<file path="src/rtl/idct_block_sched_if.sv">
// Signal bundle between idct_block_sched and its neighbours: the coefficient stream,
// the pixel stream, and the handshake with the shared IDCT core.
interface idct_block_sched_if;
  logic          s_coef_valid;
  logic          s_coef_ready;
  logic [15:0]   s_coef_data;
  logic          s_coef_last;

  logic          m_pix_valid;
  logic          m_pix_ready;
  logic [7:0]    m_pix_data;
  logic          m_pix_last;

  logic          core_rst;
  logic          core_start;
  logic          core_done;
  logic [1023:0] core_coef;
  logic [511:0]  core_pix;

  modport master (
    input  s_coef_valid, s_coef_data, s_coef_last, m_pix_ready, core_done, core_pix,
    output s_coef_ready, m_pix_valid, m_pix_data, m_pix_last, core_rst, core_start, core_coef
  );

  modport slave (
    output s_coef_valid, s_coef_data, s_coef_last, m_pix_ready, core_done, core_pix,
    input  s_coef_ready, m_pix_valid, m_pix_data, m_pix_last, core_rst, core_start, core_coef
  );
endinterface

</file>
<file path="src/rtl/idct_block_sched.sv">
// Sequences one 8x8 IDCT core over a coefficient stream: ping-pong input banks,
// a Moore FSM for the core handshake, and a single-block output pixel buffer.
module idct_block_sched #(
  parameter int TMO_CYCLES = 2048
) (
  input  logic                       sys_clk,
  input  logic                       sys_rst_n,
  idct_block_sched_if.master         bus,
  output logic                       busy,
  output logic                       err_len,
  output logic                       err_tmo,
  output logic [15:0]                blk_count
);
  typedef enum logic [2:0] {C_IDLE, C_RST, C_START, C_WAIT, C_CAPT} coreState_t;

  localparam logic [11:0] TMO_LAST = 12'(TMO_CYCLES - 1);

  coreState_t   r_state, w_nextState;
  logic [15:0]  r_bank [2][64];
  logic [1:0]   r_bankFull;
  logic         r_wrBank, r_rdBank;
  logic [5:0]   r_wrIdx, r_rdIdx;
  logic [11:0]  r_tmoCnt;
  logic [511:0] r_outBuf;
  logic         r_outFull;
  logic         r_errLen, r_errTmo;
  logic [15:0]  r_blkCount;

  logic w_coefAcc, w_bankFill, w_pixAcc, w_capture, w_timeout, w_release;

  assign bus.s_coef_ready = !r_bankFull[r_wrBank];
  assign w_coefAcc        = bus.s_coef_valid && bus.s_coef_ready;
  assign w_bankFill       = w_coefAcc && (r_wrIdx == 6'd63);
  assign w_pixAcc         = r_outFull && bus.m_pix_ready;
  assign w_release        = w_capture || w_timeout;

  assign bus.m_pix_valid = r_outFull;
  assign bus.m_pix_data  = r_outFull ? r_outBuf[{r_rdIdx, 3'b000} +: 8] : 8'd0;
  assign bus.m_pix_last  = r_outFull && (r_rdIdx == 6'd63);

  assign busy      = (|r_bankFull) || r_outFull || (r_state != C_IDLE);
  assign err_len   = r_errLen;
  assign err_tmo   = r_errTmo;
  assign blk_count = r_blkCount;

  always_comb begin
    bus.core_coef = '0;
    for (int i = 0; i < 64; i++) bus.core_coef[16*i +: 16] = r_bank[r_rdBank][i];
  end

  always_comb begin
    w_nextState    = r_state;
    w_capture      = 1'b0;
    w_timeout      = 1'b0;
    bus.core_rst   = 1'b0;
    bus.core_start = 1'b0;
    unique case (r_state)
      C_IDLE: begin
        bus.core_rst = 1'b1;
        if (r_bankFull[r_rdBank]) w_nextState = C_RST;
      end
      C_RST: begin
        bus.core_rst = 1'b1;
        w_nextState  = C_START;
      end
      C_START: begin
        bus.core_start = 1'b1;
        w_nextState    = C_WAIT;
      end
      C_WAIT: begin
        if (bus.core_done) begin
          w_nextState = C_CAPT;
        end else if (r_tmoCnt == TMO_LAST) begin
          w_timeout   = 1'b1;
          w_nextState = C_IDLE;
        end
      end
      C_CAPT: begin
        if (!r_outFull) begin
          w_capture   = 1'b1;
          w_nextState = C_IDLE;
        end
      end
      default: w_nextState = C_IDLE;
    endcase
  end

  always_ff @(posedge sys_clk or negedge sys_rst_n) begin
    if (!sys_rst_n) begin
      r_state  <= C_IDLE;
      r_tmoCnt <= '0;
      r_errTmo <= 1'b0;
      r_rdBank <= 1'b0;
    end else begin
      r_state <= w_nextState;
      if (r_state == C_START) r_tmoCnt <= '0;
      else if (r_state == C_WAIT) r_tmoCnt <= r_tmoCnt + 12'd1;
      if (w_timeout) r_errTmo <= 1'b1;
      if (w_release) r_rdBank <= !r_rdBank;
    end
  end

  // Write index wraps 63->0 by itself; only the bank select needs explicit toggling.
  always_ff @(posedge sys_clk or negedge sys_rst_n) begin
    if (!sys_rst_n) begin
      for (int b = 0; b < 2; b++)
        for (int i = 0; i < 64; i++) r_bank[b][i] <= '0;
      r_wrBank <= 1'b0;
      r_wrIdx  <= '0;
      r_errLen <= 1'b0;
    end else if (w_coefAcc) begin
      r_bank[r_wrBank][r_wrIdx] <= bus.s_coef_data;
      r_wrIdx <= r_wrIdx + 6'd1;
      if (w_bankFill) r_wrBank <= !r_wrBank;
      if (bus.s_coef_last != (r_wrIdx == 6'd63)) r_errLen <= 1'b1;
    end
  end

  // A fill and a release in the same cycle always address different banks.
  always_ff @(posedge sys_clk or negedge sys_rst_n) begin
    if (!sys_rst_n) begin
      r_bankFull <= '0;
    end else begin
      for (int b = 0; b < 2; b++) begin
        if (w_bankFill && (r_wrBank == 1'(b))) r_bankFull[b] <= 1'b1;
        else if (w_release && (r_rdBank == 1'(b))) r_bankFull[b] <= 1'b0;
      end
    end
  end

  always_ff @(posedge sys_clk or negedge sys_rst_n) begin
    if (!sys_rst_n) begin
      r_outBuf   <= '0;
      r_outFull  <= 1'b0;
      r_rdIdx    <= '0;
      r_blkCount <= '0;
    end else begin
      if (w_capture) begin
        r_outBuf  <= bus.core_pix;
        r_outFull <= 1'b1;
      end else if (w_pixAcc && (r_rdIdx == 6'd63)) begin
        r_outFull <= 1'b0;
      end
      if (w_pixAcc) begin
        r_rdIdx <= r_rdIdx + 6'd1;
        if (r_rdIdx == 6'd63) r_blkCount <= r_blkCount + 16'd1;
      end
    end
  end
endmodule

</file>
<file path="src/flat_wrapper.sv">
// flat-port wrapper written by rule: the top's interface ports become plain ports
module idct_block_sched_flat 
#(
  parameter int TMO_CYCLES = 2048
)
  (sys_clk, sys_rst_n, busy, err_len, err_tmo, blk_count, bus_s_coef_valid, bus_s_coef_data, bus_s_coef_last, bus_m_pix_ready, bus_core_done, bus_core_pix, bus_s_coef_ready, bus_m_pix_valid, bus_m_pix_data, bus_m_pix_last, bus_core_rst, bus_core_start, bus_core_coef);
  idct_block_sched_if bus_i ();
  input  logic sys_clk;
  input  logic sys_rst_n;
  output logic busy;
  output logic err_len;
  output logic err_tmo;
  output logic [15:0] blk_count;
  input wire logic [$bits(bus_i.s_coef_valid)-1:0] bus_s_coef_valid;
  input wire logic [$bits(bus_i.s_coef_data)-1:0] bus_s_coef_data;
  input wire logic [$bits(bus_i.s_coef_last)-1:0] bus_s_coef_last;
  input wire logic [$bits(bus_i.m_pix_ready)-1:0] bus_m_pix_ready;
  input wire logic [$bits(bus_i.core_done)-1:0] bus_core_done;
  input wire logic [$bits(bus_i.core_pix)-1:0] bus_core_pix;
  output wire logic [$bits(bus_i.s_coef_ready)-1:0] bus_s_coef_ready;
  output wire logic [$bits(bus_i.m_pix_valid)-1:0] bus_m_pix_valid;
  output wire logic [$bits(bus_i.m_pix_data)-1:0] bus_m_pix_data;
  output wire logic [$bits(bus_i.m_pix_last)-1:0] bus_m_pix_last;
  output wire logic [$bits(bus_i.core_rst)-1:0] bus_core_rst;
  output wire logic [$bits(bus_i.core_start)-1:0] bus_core_start;
  output wire logic [$bits(bus_i.core_coef)-1:0] bus_core_coef;
  assign bus_i.s_coef_valid = bus_s_coef_valid;
  assign bus_i.s_coef_data = bus_s_coef_data;
  assign bus_i.s_coef_last = bus_s_coef_last;
  assign bus_i.m_pix_ready = bus_m_pix_ready;
  assign bus_i.core_done = bus_core_done;
  assign bus_i.core_pix = bus_core_pix;
  assign bus_s_coef_ready = bus_i.s_coef_ready;
  assign bus_m_pix_valid = bus_i.m_pix_valid;
  assign bus_m_pix_data = bus_i.m_pix_data;
  assign bus_m_pix_last = bus_i.m_pix_last;
  assign bus_core_rst = bus_i.core_rst;
  assign bus_core_start = bus_i.core_start;
  assign bus_core_coef = bus_i.core_coef;
  idct_block_sched #(.TMO_CYCLES(TMO_CYCLES)) u_core (.sys_clk(sys_clk), .sys_rst_n(sys_rst_n), .bus(bus_i), .busy(busy), .err_len(err_len), .err_tmo(err_tmo), .blk_count(blk_count));
endmodule
</file>
<file path="config.mk">
export PLATFORM = sky130hd
export DESIGN_NAME = idct_block_sched_flat
export DESIGN_NICKNAME = d
export VERILOG_FILES = /design/src/rtl/idct_block_sched_if.sv /design/src/rtl/idct_block_sched.sv /design/src/flat_wrapper.sv
export SDC_FILE = /design/constraint.sdc
export NUM_CORES = 2
export LEC_CHECK = 0
export ABC_AREA = 1
export BUFFER_PORTS_ARGS = -buffer_cell sky130_fd_sc_hd__buf_2
export CELL_PAD_IN_SITES_DETAIL_PLACEMENT = 0
export CELL_PAD_IN_SITES_GLOBAL_PLACEMENT = 2
export CORE_MARGIN = 5
export CORE_UTILIZATION = 30
export CTS_CLUSTER_DIAMETER = 150
export DETAILED_ROUTE_END_ITERATION = 10
export PLACE_DENSITY = 0.74
export SLEW_MARGIN = 20
export SYNTH_ARGS = -nofsm -noshare
export SYNTH_HDL_FRONTEND = slang
export SYNTH_SLANG_ARGS = --single-unit
</file>
<file path="constraint.sdc">
create_clock -name sys_clk -period 1.97 [get_ports sys_clk]
set_input_delay 0.2955 -clock sys_clk [delete_from_list [all_inputs] [get_ports sys_clk]]
set_output_delay 0.2955 -clock sys_clk [all_outputs]
set_load 0.005 [all_outputs]
</file>
**After elaboration in Yosys (flattened, before gate mapping)**

Cells that the tools add are included.

- Multiply operators: 0
- $add $sub $neg: 4
- Bitwise gates (word level): 5
- Multiplexer cells: 33
- Shifts and indexed selects: 1
- Div/mod/pow operators: 0
- Reductions and logical operators: 29
- $lt $le $gt $ge: 7
- Eq/ne operators: 11

Operator list:

| kind | count |
|---|---|
| $mux W1024 | 4 |
| $bwmux W2048 | 1 |
| $demux W1024 S1 | 1 |
| $shiftx A512 B10 Y8 | 1 |
| $demux W16 S6 | 1 |
| $mux W12 | 2 |
| $mux W1 | 17 |
| $add A16 B1 Y16 const B | 1 |
| $mux W16 | 1 |
| $pmux W3 S5 | 1 |
| $add A12 B1 Y12 const B | 1 |
| $add A6 B1 Y6 const B | 2 |
| $eq A12 B11 Y1 const B | 1 |
| $eq A6 B6 Y1 const B | 2 |
| $mux W3 | 4 |
| $logic_and A1 B1 Y1 | 11 |
| $mux W8 | 1 |
| $reduce_bool A2 Y1 | 4 |
| $ge A7 B7 Y1 const B | 1 |
| $lt A7 B1 Y1 const B | 1 |
| $not A6 Y7 | 1 |
| $eq A3 B2 Y1 const B | 2 |
| $reduce_and A2 Y1 | 3 |
| $ge A2 B2 Y1 const B | 2 |
| 16 further kinds | 24 |

- Input port bits: 534
- Latch bits: 0
- Output and inout bits: 1056
- Register bits: 2610
- RAM bits: 0
- Word-level logic and storage cells: 231
- Bits in read-only memories: 0
- Memories kept: 0

**Depth between registers and ports, before layout**

- Depth in word-level cells: 8
- Depth in mapped cells: 14
- Gate-level depth less buffers: 12

**Worst setup path before layout**

OpenSTA, ideal clock, no wires.

- Kind: reg2out
- Start: register u_core.r_rdIdx[1]
- End: output bus_m_pix_data[6]
- Setup slack: 174 ps
- Required time: 1674 ps
- Cell stages (with the launch flop): 14
- Buffers on the path: 2
- Arrival: 1500 ps
- Cells stage by stage: dfrtp_1 > inv_1 > buf_2 > clkbuf_1 > nand3_1 > nand2_1 > nand2_1 > nand2_1 > inv_1 > nand2_1 > nand2_1 > nand2_1 > inv_1 > a21oi_1

- Longest elaborated chain between the ends: 2

RTL lines:

| element | line | text |
|---|---|---|
| start, declared | idct_block_sched.sv:22 | `logic [5:0] r_wrIdx, r_rdIdx;` |
| start signal, assigned | idct_block_sched.sv:145 | `r_rdIdx <= r_rdIdx + 6'd1;` |
| $shiftx A512 B10 Y8 | idct_block_sched.sv:38 | `assign bus.m_pix_data = r_outFull ? r_outBuf[{r_rdIdx, 3'b000} +: 8] : 8'd0;` |
| $mux W8 | idct_block_sched.sv:38 |  |
| end, declared | flat_wrapper.sv:22 | `output wire logic [$bits(bus_i.m_pix_data)-1:0] bus_m_pix_data;` |

No other way between the ends.

**Worst setup path in the final report**

- Start: register u_core.r_rdIdx[0]
- End: output bus_m_pix_data[6]

Same word-level chain as after synthesis.

==> flow_summary.yaml <==
outcome:
  outcome: "finished with violations"
  failed_checks: "negative setup slack"
grt:
  use_met1: 0.359
  antenna_found_initial: 57
  grt.busiest_layer: "met2"
  grt_util_met3: 0.0382
  grt_max_degree: 71
  met2_usage: 0.422
  grtUsageTotal: 0.267
  grt_pass1_wl_um: 756000
  first_global_vias: 99246
  grt-ovfl-total: 0
yosys:
  yosysSeqAreaShare: 0.583
  netlist-cell-type-count: 39
  synth_nets: 14029
  synth_cells: 13491
  synth_area_um2: 112000
  ys_seq_elements: 2610
  syn_area_per_cell_um2: 8.31
  synth_warnings: 0
routing:
  wirelength_um: 543000
  vias_per_cell: 4.85
  drtIter0Drc: 9906
  wire_per_inst_um: 25.4
  vias: 103789
  drc: 0
  first_pass_iters: 5
  ant_nets: 0
pwr:
  p_int_mw: 151
  power.density_nw_per_um2: 1480
  pwr-share-clk: 0.239
  net-switching-power_mw: 95.3
  switching_share: 0.386
  cellLeakagePower_nw: 83.0
  power_mw: 247
  power_frac_seq: 0.314
  peakVddDrop_mv: 0.745
  p_comb_frac: 0.447
finish:
  final_area_um2: 166000
  multi_input_area_um2: 48200
  nFillCells: 36936
  final_util: 0.447
  ff_latch_area_um2: 65300
  area_growth_syn_to_layout_pct: 48.3
  fin_nets: 16691
  drive_above_1_share: 0.295
  layout.cells.non_filler: 21385
worst_setup_path:
  r2r_slack_ns: -0.50
  path_max_fanout: 7
  path_class: "flop to output pin"
  cp-start-kind: "flop"
  arrival_ns: 3.11
  rr_worst_depth: 14
  startpoint: "u_core.r_rdIdx[0]"
  crit_end: "bus_m_pix_data[6]"
  required_ns: 1.67
  r2r_start: "u_core.r_rdIdx[0]"
  r2r_end: "u_core.blk_count[12]"
  critPathCaptureType: "output pin"
timing:
  max_freq_mhz: 293
  rsz0062_at_grt: "yes"
  setup_tns_ns: -834.54
  slew_viol_final: 0
  hold_violations: 0
  worst_pin_slew_ns: 0.880
  hold_slack_ns: 0.0840
  fin_crit_ns: 3.41
  relSlewSlack: 0.414
  setup_violations: 1180
  setup_slack_ns: -1.44
  finalCritPeriodShare: 1.73
  skew_ns: 0.0566
die:
  dieArea_um2: 386000
  core_area_um2: 372000
  initial_core_util: 0.301
  pin_count: 1590
  row_count: 224
  dieHeight_um: 621
  die_x_um: 621
clock_tree:
  clockRootBuffer: "clkbuf_16"
  clk_path_buf_depth: 4
  cts_tree: "yes"
  clkSinkCount: 2610
  clock_latency_ns: 0.92
  cts_made_buffers: 313
  htree_levels: 5
  path_clk_slew_ns: 0.06
placed_design:
  dp_hpwl_um: 378000
  dpl_cell_area_um2: 135000
  pre_cts_ws_ns: -0.889
  dpl.cell_count: 20003
  gp_congestion: 0.936
  port_buffers: 1589
hold_path:
  hold_path_class: "primary input to flop"
  hold_start: "bus_s_coef_valid"
flow_run:
  max_cap_viol_count: 0
sequential cells by signal, summed over array words and instances (netlist names):
register	flops
u_core.r_outBuf	512
u_core.r_bankFull	2
u_core.err_len	1
u_core.r_wrBank	1
u_core.r_wrIdx	6
u_core.r_rdBank	1
u_core.r_tmoCnt	12
u_core.blk_count	16
u_core.r_state	3
u_core.bus.m_pix_valid	1
u_core.r_bank	2048
u_core.err_tmo	1
u_core.r_rdIdx	6
layer usage:
layer	vias up	wire, um
li1	48159	-
met1	51522	233000
met2	3250	250000
met3	838	29000
met4	20	31000
met5	-	138
cells in the mapped netlist, drive strengths merged:
| master | number | area (um^2) |
|---|---|---|
| a22o | 1 | 8.76 |
| a31oi | 2 | 12.5 |
| xnor2 | 8 | 70.1 |
| mux2 | 268 | 3020 |
| or2 | 2 | 15.0 |
| nor2 | 691 | 2650 |
| dfrtp | 2610 | 65300 |
| o211ai | 3 | 22.5 |
| buf | 173 | 878 |
| nand4 | 2 | 18.8 |
| inv | 321 | 1200 |
| nor4 | 4 | 25.0 |
| nand3 | 237 | 1250 |
| o2111ai | 1 | 8.76 |
| o21bai | 1 | 7.51 |
| o21ai | 2119 | 10600 |
| clkinv | 3 | 11.3 |
| clkbuf | 862 | 3240 |
| xor2 | 16 | 140 |
| nand2 | 5891 | 22200 |
| nor3 | 10 | 65.1 |
| a21oi | 261 | 1310 |
| ha | 4 | 50.1 |
| o31ai | 1 | 7.51 |
layout by cell type, fill, tap and decap left out, types with 24 or more instances in the layout:
master	netlist	layout
clkbuf_1	861	80
nor2_2	10	42
nand2_2	31	396
buf_2	141	1215
o21ai_1	280	295
buf_16	0	107
clkbuf_8	0	77
dlygate4sd3_1	0	533
buf_4	1	560
buf_8	1	35
nand2_1	5860	4793
inv_6	0	25
o21ai_0	1839	1824
nand2_4	0	680
buf_12	0	445
nor2_4	2	24
buf_6	5	405
inv_1	308	287
mux2_2	268	268
dfrtp_1	2610	2606
clkbuf_16	0	391
nand3_1	225	206
a21oi_1	261	258
nor2_1	678	624
clkinv_2	0	34
nand3_2	12	30
area by class of cell:
cell class / count / share of cell area
diodes: 19 / 0.000286
repair buffers: 3380 / 0.208
well taps: 4972 / 0.0374
inverters: 324 / 0.00806
clock inverters: 79 / 0.00610
flip-flops and latches: 2610 / 0.393
clock buffers: 477 / 0.0564
repair inverters: 2 / 0.000361
multi-input cells: 9522 / 0.290
power by group through the flow:
stage	logic [mW]	registers, mW	clock network, mW
after global routing	117	78.6	62.4
after floorplan	35.4	72.9	0
after detailed placement	80.4	76.5	0
after CTS	94.6	76.0	60.4
final	110	77.5	59.0
after global placement	80.0	76.5	0
worst max-delay path, stage by stage (launching register included):
cell and delay [ns]:
dfrtp_4 0.57, buf_12 0.19, buf_12 0.13, buf_8 0.12
buf_6 0.12, buf_6 0.10, nor2_2 0.03, nor2_1 0.09
o21ai_1 0.09, nand3_2 0.08, nand3_2 0.06, nand2_1 0.08
nand3_2 0.09, a21oi_4 0.29, buf_6 0.15
worst min-delay path by stage:
| stage | end | slack (ns) | cells after the start |
|---|---|---|---|
| detailed placement | u_core.r_outBuf[169] | 0.35 | 1 |
| finish | u_core.r_wrIdx[0] | 0.08 | 3 |
| CTS | u_core.r_outBuf[192] | 0.03 | 3 |
| floorplan | u_core.blk_count[0] | -0.00009 | 0 |
| global placement | u_core.r_outBuf[169] | 0.35 | 1 |
| global route | u_core.r_outBuf[210] | 0.10 | 3 |
timing repair:
action | in CTS | in global routing
gates cloned | 81 | 85
buffers inserted | 64 | 97
pin swaps | 139 | 378
setup endpoints to repair | 1180 | 1500
resized for setup | 703 | 1958
hold endpoints to repair | 2383 | 0
hold buffers | 533 | 0
logic make-up after synthesis:
logic type	count (synthesis)	synth area share
DFF	2610	0.583
buffers and inverters	1359	0.0476
xor gates and xnor gates	24	0.00187
and+or+nand+nor	6837	0.234
muxes	268	0.0269
AOI/OAI and AO/OA	2389	0.107
adders and majority gates	4	0.000446
Note: power is estimated with default switching activity, not from simulation.
